## config.mk

```make
export PLATFORM = sky130hd
export DESIGN_NAME = median_filter_stream
export DESIGN_NICKNAME = d
export VERILOG_FILES = /design/src/rtl/median_filter_pkg.sv /design/src/rtl/median_filter_stream_rank_select.sv /design/src/rtl/median_filter_stream.sv
export SDC_FILE = /design/constraint.sdc
export NUM_CORES = 1
export LEC_CHECK = 0
export BUFFER_PORTS_ARGS = -buffer_cell sky130_fd_sc_hd__buf_2
export CAP_MARGIN = 5
export CORE_ASPECT_RATIO = 0.75
export CORE_MARGIN = 8
export CORE_UTILIZATION = 50
export CTS_CLUSTER_DIAMETER = 40
export DETAILED_ROUTE_END_ITERATION = 7
export GPL_TIMING_DRIVEN = 0
export PLACE_DENSITY_LB_ADDON = 0.15
export SYNTH_ARGS = -nofsm -noshare
export SYNTH_HDL_FRONTEND = slang
export SYNTH_HIERARCHICAL = 1
export SYNTH_SLANG_ARGS = --single-unit
export TNS_END_PERCENT = 5
```

## constraint.sdc

```tcl
create_clock -name clk -period 3.9 [get_ports clk]
set_input_delay 0.585 -clock clk [delete_from_list [all_inputs] [get_ports clk]]
set_output_delay 0.585 -clock clk [all_outputs]
set_load 0.01 [all_outputs]
```

## src/rtl/median_filter_pkg.sv

```systemverilog
// Shared mode encodings and rank-selection helper for the streaming order-statistic filter.
package median_filter_pkg;

  localparam logic [1:0] MODE_MEDIAN = 2'b00;
  localparam logic [1:0] MODE_MIN    = 2'b01;
  localparam logic [1:0] MODE_MAX    = 2'b10;
  localparam logic [1:0] MODE_BYPASS = 2'b11;

  // Rank K of the element to output; bypass never consults it, so it reuses the median rank.
  function automatic int unsigned rank_for_mode(input logic [1:0] mode,
                                                input int unsigned window_size);
    int unsigned k;
    k = (window_size - 1) / 2;
    case (mode)
      MODE_MIN: k = 0;
      MODE_MAX: k = window_size - 1;
      default:  k = (window_size - 1) / 2;
    endcase
    return k;
  endfunction

endpackage

```

## src/rtl/median_filter_stream_rank_select.sv

```systemverilog
// Combinational order-statistic selector: picks the window element whose unique rank equals K.
module rank_select #(
  parameter  int DATA_WIDTH  = 8,
  parameter  int WINDOW_SIZE = 3,
  localparam int CNT_W       = $clog2(WINDOW_SIZE + 1)
) (
  input  logic [WINDOW_SIZE*DATA_WIDTH-1:0] i_window,
  input  logic [CNT_W-1:0]                  i_rank,
  output logic [DATA_WIDTH-1:0]             o_data
);

  logic [DATA_WIDTH-1:0]  w_x      [WINDOW_SIZE];
  logic [WINDOW_SIZE-1:0] w_before [WINDOW_SIZE];
  logic [CNT_W-1:0]       w_rank   [WINDOW_SIZE];

  // NOTE: every variable gets a default at the top of the block so no path leaves it unassigned,
  // which is what keeps synthesis from inferring a latch.
  always_comb begin
    o_data = '0;
    for (int i = 0; i < WINDOW_SIZE; i++) begin
      w_x[i]      = i_window[i*DATA_WIDTH +: DATA_WIDTH];
      w_before[i] = '0;
      w_rank[i]   = '0;
    end

    // Equal values are ordered by window index, so every element gets a distinct rank.
    for (int i = 0; i < WINDOW_SIZE; i++) begin
      for (int j = 0; j < WINDOW_SIZE; j++) begin
        w_before[i][j] = (w_x[j] < w_x[i]) || ((w_x[j] == w_x[i]) && (j < i));
      end
    end

    for (int i = 0; i < WINDOW_SIZE; i++) begin
      for (int j = 0; j < WINDOW_SIZE; j++) begin
        w_rank[i] = w_rank[i] + CNT_W'(w_before[i][j]);
      end
    end

    for (int i = 0; i < WINDOW_SIZE; i++) begin
      if (w_rank[i] == i_rank) begin
        o_data = w_x[i];
      end
    end
  end

endmodule

```

## src/rtl/median_filter_stream.sv

```systemverilog
// Streaming sliding-window median/min/max/bypass filter with valid/ready on both sides.
module median_filter_stream
  import median_filter_pkg::*;
#(
  parameter  int DATA_WIDTH  = 8,
  parameter  int WINDOW_SIZE = 3,
  localparam int CNT_W       = $clog2(WINDOW_SIZE + 1)
) (
  input  logic                  clk,
  input  logic                  rst_n,
  input  logic                  clear,
  input  logic [1:0]            mode,
  input  logic                  in_valid,
  output logic                  in_ready,
  input  logic [DATA_WIDTH-1:0] in_data,
  output logic                  out_valid,
  input  logic                  out_ready,
  output logic [DATA_WIDTH-1:0] out_data,
  output logic [CNT_W-1:0]      fill
);

  if ((WINDOW_SIZE < 3) || (WINDOW_SIZE > 9) || ((WINDOW_SIZE % 2) == 0)) begin : g_bad_window
    $error("median_filter_stream: WINDOW_SIZE must be odd and in 3..9");
  end

  // The newest window slot is always in_data itself, so only the older samples are stored.
  localparam int HIST = WINDOW_SIZE - 1;

  logic [DATA_WIDTH-1:0]             r_win [HIST];
  logic [CNT_W-1:0]                  r_fill;
  logic                              r_out_valid;
  logic [DATA_WIDTH-1:0]             r_out_data;

  logic                              w_in_ready;
  logic                              w_accept;
  logic [CNT_W-1:0]                  w_fill_next;
  logic                              w_load;
  logic [CNT_W-1:0]                  w_rank;
  logic [WINDOW_SIZE*DATA_WIDTH-1:0] w_post_window;
  logic [DATA_WIDTH-1:0]             w_selected;

  assign w_in_ready  = !clear && (!r_out_valid || out_ready);
  assign w_accept    = in_valid && w_in_ready;
  assign w_fill_next = (r_fill == CNT_W'(WINDOW_SIZE)) ? r_fill : r_fill + 1'b1;
  assign w_load      = w_accept && ((mode == MODE_BYPASS) || (w_fill_next == CNT_W'(WINDOW_SIZE)));
  assign w_rank      = CNT_W'(rank_for_mode(mode, WINDOW_SIZE));

  always_comb begin
    w_post_window                 = '0;
    w_post_window[DATA_WIDTH-1:0] = in_data;
    for (int i = 1; i < WINDOW_SIZE; i++) begin
      w_post_window[i*DATA_WIDTH +: DATA_WIDTH] = r_win[i-1];
    end
  end

  rank_select #(
    .DATA_WIDTH  (DATA_WIDTH),
    .WINDOW_SIZE (WINDOW_SIZE)
  ) u_rank_select (
    .i_window (w_post_window),
    .i_rank   (w_rank),
    .o_data   (w_selected)
  );

  // NOTE: state uses non-blocking assignments so every register samples pre-edge values;
  // the window array is explicitly reset because a flushed window must read as zeros.
  always_ff @(posedge clk or negedge rst_n) begin
    if (!rst_n) begin
      for (int i = 0; i < HIST; i++) r_win[i] <= '0;
      r_fill      <= '0;
      r_out_valid <= 1'b0;
      r_out_data  <= '0;
    end else if (clear) begin
      for (int i = 0; i < HIST; i++) r_win[i] <= '0;
      r_fill      <= '0;
      r_out_valid <= 1'b0;
    end else begin
      if (w_accept) begin
        r_win[0] <= in_data;
        for (int i = 1; i < HIST; i++) r_win[i] <= r_win[i-1];
        r_fill <= w_fill_next;
      end
      // A load and a drain in the same cycle is legal: the new result simply replaces the old.
      if (w_load) begin
        r_out_valid <= 1'b1;
        r_out_data  <= (mode == MODE_BYPASS) ? in_data : w_selected;
      end else if (out_ready) begin
        r_out_valid <= 1'b0;
      end
    end
  end

  assign in_ready  = w_in_ready;
  assign out_valid = r_out_valid;
  assign out_data  = r_out_data;
  assign fill      = r_fill;

endmodule
```

=== Word level (Yosys, flattened, before mapping) ===
Index checks and enable logic that the tools add are counted.

* Logic and storage cells: 59
* Register bits: 27
* Input bits: 15

* Bitwise operators: 1
* $add $sub $neg: 7
* Eq/ne operators: 11
* Multiplexer cells: 13
* Reductions and logical operators: 13
* Magnitude comparators: 9

{| class="wikitable"
|+ Operators with widths
! operator !! number
|-
| 8-bit less-than comparator || 9
|-
| 16-bit 2-to-1 mux || 2
|-
| 8-bit 2-to-1 mux || 4
|-
| 8-bit == test || 3
|-
| 2-bit == test (second input constant) || 4
|-
| 1-bit by 1-bit adder with 2-bit output || 3
|-
| 2-bit by 1-bit adder with 2-bit output || 3
|-
| 2-bit == test || 3
|-
| 2-bit 2-to-1 mux || 3
|-
| 1-bit logical OR || 5
|-
| 2-bit case mux with 2 select lines || 1
|-
| 1-bit logical AND || 3
|-
| 1-bit 2-to-1 mux || 3
|-
| 3-bit nonzero test || 1
|-
| 2-bit by 1-bit adder with 2-bit output (second input constant) || 1
|-
| 2-bit by 1-bit == test with 1-bit output (second input constant) || 1
|-
| 1-bit logical NOT || 2
|-
| 2-bit AND reduction || 1
|-
| 2-bit nonzero test || 1
|-
| 1-bit inverter || 1
|}

=== Depth between registers and ports, before layout ===
* Depth after elaboration: 8
* Depth in mapped cells: 14
* Depth with buffers taken out: 13

=== By module ===
The synthesis kept the hierarchy.

{| class="wikitable"
|+ Modules (own cells, without submodules)
! module !! times used !! area an instance (um2) !! cells each
|-
| median_filter_stream || 1 || 1,275.0 || 95
|-
| rank_select || 1 || 813.3 || 113
|}

=== Least setup slack after synthesis ===
Ideal clock, no wire load.

* Path kind: in2reg
* Start: input port in_data[1]
* End: register r_out_data[0] (netlist: out_data[0])
* Data arrival time: 2.742 ns
* Slack: 1.033 ns
* Buffers on the path: 0
* Stages on the path: 12
* Required time: 3.775 ns
* Cell sequence: ha_1 -> nor2b_1 -> o211ai_1 -> a21oi_1 -> o22ai_1 -> ha_1 -> xor2_1 -> o211a_1 -> a22oi_1 -> a21oi_1 -> mux2_2 -> mux2_2

* Longest elaborated chain between the ends: 8
* Elaborated cells on any way between the ends: 22

{| class="wikitable"
|+ Ends and longest elaborated chain
! element !! RTL line !! source
|-
| start: declaration || median_filter_stream.sv:15 || <nowiki>input logic [DATA_WIDTH-1:0] in_data,</nowiki>
|-
| 8-bit less-than comparator / 8-bit == test (equally long branches) || median_filter_stream_rank_select.sv:29 || <nowiki>w_before[i][j] = (w_x[j] < w_x[i]) || ((w_x[j] == w_x[i]) && (j < i));</nowiki>
|-
| 1-bit by 1-bit adder with 2-bit output / 1-bit logical OR (equally long branches) || median_filter_stream_rank_select.sv:35, median_filter_stream_rank_select.sv:29 ||
|-
| 2-bit by 1-bit adder with 2-bit output / 1-bit by 1-bit adder with 2-bit output (equally long branches) || median_filter_stream_rank_select.sv:35 || <nowiki>w_rank[i] = w_rank[i] + CNT_W'(w_before[i][j]);</nowiki>
|-
| 2-bit == test / 2-bit by 1-bit adder with 2-bit output (equally long branches) || median_filter_stream_rank_select.sv:40, median_filter_stream_rank_select.sv:35 ||
|-
| 8-bit 2-to-1 mux / 2-bit == test (equally long branches) || median_filter_stream_rank_select.sv:40 || <nowiki>if (w_rank[i] == i_rank) begin</nowiki>
|-
| 8-bit 2-to-1 mux || median_filter_stream_rank_select.sv:40 ||
|-
| 8-bit 2-to-1 mux (*) || median_filter_stream_rank_select.sv:40 ||
|-
| via w_selected[0] || median_filter_stream.sv:40 || <nowiki>logic [DATA_WIDTH-1:0] w_selected;</nowiki>
|-
| 8-bit 2-to-1 mux (*) || median_filter_stream.sv:86 || <nowiki>r_out_data <= (mode == MODE_BYPASS) ? in_data : w_selected;</nowiki>
|-
| end signal: assignment || median_filter_stream.sv:86 ||
|-
| end: declaration || median_filter_stream.sv:32 || <nowiki>logic [DATA_WIDTH-1:0] r_out_data;</nowiki>
|}

Mark *: on every way through the listed nets, which the timed path passes. The rest lies on a longest branch.
A chain may end at the register's enable or synchronous reset.

=== Final worst setup path ===
* Start: register r_win[13] (netlist name)
* End: register r_out_data[7] (netlist: out_data[7])

* Longest elaborated chain between the ends: 8
* Elaborated cells on any way between the ends: 22

{| class="wikitable"
|+ Ends and longest elaborated chain
! element !! RTL line !! source
|-
| start: declaration || median_filter_stream.sv:29 || <nowiki>logic [DATA_WIDTH-1:0] r_win [HIST];</nowiki>
|-
| 8-bit less-than comparator / 8-bit == test (equally long branches) || median_filter_stream_rank_select.sv:29 ||
|-
| 1-bit by 1-bit adder with 2-bit output / 1-bit logical OR (equally long branches) || median_filter_stream_rank_select.sv:35, median_filter_stream_rank_select.sv:29 ||
|-
| 2-bit by 1-bit adder with 2-bit output / 1-bit by 1-bit adder with 2-bit output (equally long branches) || median_filter_stream_rank_select.sv:35 ||
|-
| 2-bit == test / 2-bit by 1-bit adder with 2-bit output (equally long branches) || median_filter_stream_rank_select.sv:40, median_filter_stream_rank_select.sv:35 ||
|-
| 8-bit 2-to-1 mux / 2-bit == test (equally long branches) || median_filter_stream_rank_select.sv:40 ||
|-
| 8-bit 2-to-1 mux || median_filter_stream_rank_select.sv:40 ||
|-
| 8-bit 2-to-1 mux (*) || median_filter_stream_rank_select.sv:40 ||
|-
| via w_selected[7] || median_filter_stream.sv:40 ||
|-
| 8-bit 2-to-1 mux (*) || median_filter_stream.sv:86 ||
|}

Marked as above.

==> summary.md <==
| Metric | Value |
|---|---|
| Worst Setup End Kind | `flop` |
| Worst VDD drop | `0.0002883 V` |
| Antenna viol nets, final | `0` |
| Arr. time, crit path | `3.33 ns` |
| Rows | `20` |
| Total GRT Usage | `0.1406` |
| Skew final | `0.004216 ns` |
| Number of global-route vias before repair | `~1.5k` |
| Commonest cells post-synth | `32 x mux2_2, 29 x ha_1, 27 x dfrtp_1` |
| Post-synth top area share | `0.3235` |
| Worst reg2reg startpoint | `r_win[13]` |
| FF-to-FF End | `out_data[7]` |
| Worst Path Required | `just over 4 ns` |
| First-pass GRT wire length | `approximately 7.4 mm` |
| Syn nets | `252` |
| Post-synth EDFFs | `0` |
| Final setup fails | `0` |
| Total CTS buffers | `3` |
| Headroom to the max-slew limit | `0.5817` |
| PD cells | `416.5 nW/um^2` |
| Area grow syn2layout | `11.74%` |
| Average wire per standard cell | `15.69 um` |
| Mean Syn Cell Area | `10.04 um^2` |
| Post-route minimum period | `3.166 ns` |
| Antenna violations before repair | `0` |
| Die Y | `71.97 um` |
| Synth warn | `6` |
| Via count | `roughly 1.6k` |
| Seq/Total Area, Yosys | `0.3235` |
| FF+latch count, synth | `27` |
| Diode count | `0` |
| IO Count | `27` |
| Most common cell in the synthesized netlist | `mux2_2` |
| Post_cts resized | `0` |
| Latest clock arrival within the worst-skew pair | `0.27 ns` |
| Final wirelength | `4.596 mm` |
| Drt drc | `0` |
| Final Max Slew Viols | `0` |
| Die extent in x | `90.63 um` |
| Async set or reset register ratio after synthesis | `1.000` |
| H-tree depth | `1` |
| Share of cells above drive strength 1 | `0.2815` |
| Grt ovf | `0` |
| Setup_tns | `0 ns` |
| CTS tree | `done` |
| Drt initial violations | `69` |
| Final GP Congestion | `roughly 0.82` |
| CTS root buf | `clkbuf_8` |
| Leakage | `1.106 nW` |
| CP startpoint kind | `flop` |
| Flop2flop setup slack | `around 0.73 ns` |
| Synthesized instance count | `208` |
| Setup CP Type | `reg2reg` |
| Netlist cell types | `26` |
| Tightest Pin Transition | `0.6251 ns` |
| Clock tree sinks | `27` |
| # nets final | `283` |
| Hold_buf cts | `0` |
| Yosys top cell by area | `dfrtp_1` |
| Clk buf depth | `2` |
| First-pass iteration count of the detailed router | `4` |
| Critical-path maximum fanout | `8` |
| Worst Hold Class | `in2async` |
| Via density | `about 5.4` |
| RSZ-0062 raised after global routing | `false` |
| Most used DFF post-synth | `dfrtp_1` |
| MaxCap Viol Count | `0` |
| WHS | `0.3063 ns` |
| Initial Util | `0.5183` |
| Core Box Area | `4029 um^2` |
| Fin crit share | `0.8118` |
| Cell depth of the worst flop-to-flop path | `12` |
| Post-CTS Setup Inserts | `0` |
| Clk slew on worst S/H paths | `~0.09 ns` |
| Status | `complete, no violations` |
| Highest clock rate | `between 300 and 400 MHz` |
| Die Footprint | `6522 um^2` |
| Mapped Area | `approximately 2100 um^2` |
| Largest cells by area after synthesis | `dfrtp_1 32%, ha_1 17%, mux2_2 17%, nor2b_1 6.0%, a21oi_1 5.0%` |
| Port bufs | `26` |
| Post-DP HPWL | `about 3.6 mm` |
| Final Hold Violating Endpoints | `0` |
| Largest net degree at the start of global routing | `28` |
-- placed cells by master, fill, tap and decap left out, drive strengths merged --
master   netlist  layout
a21oi         21      21
a22oi          8       8
a2bb2oi        1       1
and2b          1       1
buf            3      29
clkbuf         2       5
clkinv         0       1
dfrtp         27      27
ha            29      29
inv           18      18
mux2          32      32
nand2          5       5
nand2b         2       2
nand3          1       1
nand4          6       6
nor2          11      11
nor2b         20      20
nor3b          1       1
o211a          1       1
o211ai         3       3
o21ai          3       3
o22a           3       3
o22ai          4       4
xnor2          4       4
xor2           2       2
-- per-layer routing --
metal | vias up | global-route usage | wire length [um]
met1 | 760 | 0.1929 | 2341
li1 | 806 | - | -
met3 | 2 | 0.03711 | 165
met2 | 23 | 0.2223 | 2081
met5 | - | 0 | 0
met4 | 0 | 0.01654 | 8
-- cell type report --
class / instances / area (um^2)
Timing Repair Buffer: 26 / 130.1
Sequential cell: 27 / 675.6
Buffer: 5 / 27.53
Fill cell: 370 / 1695
Inverter: 18 / 67.56
Tap cell: 55 / 68.82
Clock inverter: 1 / 5.005
Multi-Input combinational cell: 158 / 1318
Clock buffer: 3 / 41.29
-- where the power goes --
group	internal, mW	switching (mW)
Sequential	0.331	0.0315
Clock	0.0715	0.0851
Combinational	0.215	0.238
Total	0.617	0.354
-- stage by stage --
step | total power, mW | utilization | setup slack [ns] | instances | cell area (um^2)
after CTS | 0.9802 | 0.5792 | 0.7281 | 293 | 2333
after detailed placement | 0.8229 | 0.5677 | 0.4919 | 289 | 2287
final | 0.9719 | 0.5792 | 0.7339 | 293 | 2333
after floorplan | 0.6878 | - | 1.033 | 208 | 2088
after global placement | 0.8155 | 0.5677 | 0.5125 | 289 | 2287
after global routing | 1.051 | 0.5792 | 0.5258 | 293 | 2333
-- kinds of logic (layout without fill, tap and decap cells) --
group           after synthesis  count (layout)  synth area share
xor+xnor                      6               6           0.02516
fa+ha+maj                    29              29            0.1738
compound gates               44              44            0.1306
flops                        27              27            0.3235
simple gates                 47              47            0.1288
mux                          32              32            0.1726
buf+inv                      23              53           0.04553
-- critical path, stage by stage (launching register included) --
cell and delay [ns]:
dfrtp_1 0.46, inv_1 0.07, ha_1 0.29, a21oi_1 0.06
o21ai_0 0.37, o22ai_1 0.19, ha_1 0.32, xor2_1 0.17
o211a_1 0.33, a22oi_1 0.19, a21oi_1 0.09, mux2_2 0.27
mux2_2 0.26
-- how the worst max path moves through the flow --
stage / from / end / cells after the start
finish: r_win[13] / out_data[7] / 12
global route: r_win[13] / out_data[2] / 12
CTS: r_win[13] / out_data[7] / 12
detailed placement: in_data[7] / out_data[7] / 12
global placement: in_data[7] / out_data[7] / 12
floorplan: in_data[1] / out_data[0] / 12
-- state kept, by name, summed over array words and instances (netlist names) --
name / cells
fill: 2
r_win: 16
out_valid: 1
out_data: 8
Power figures use the tool's default switching activity.
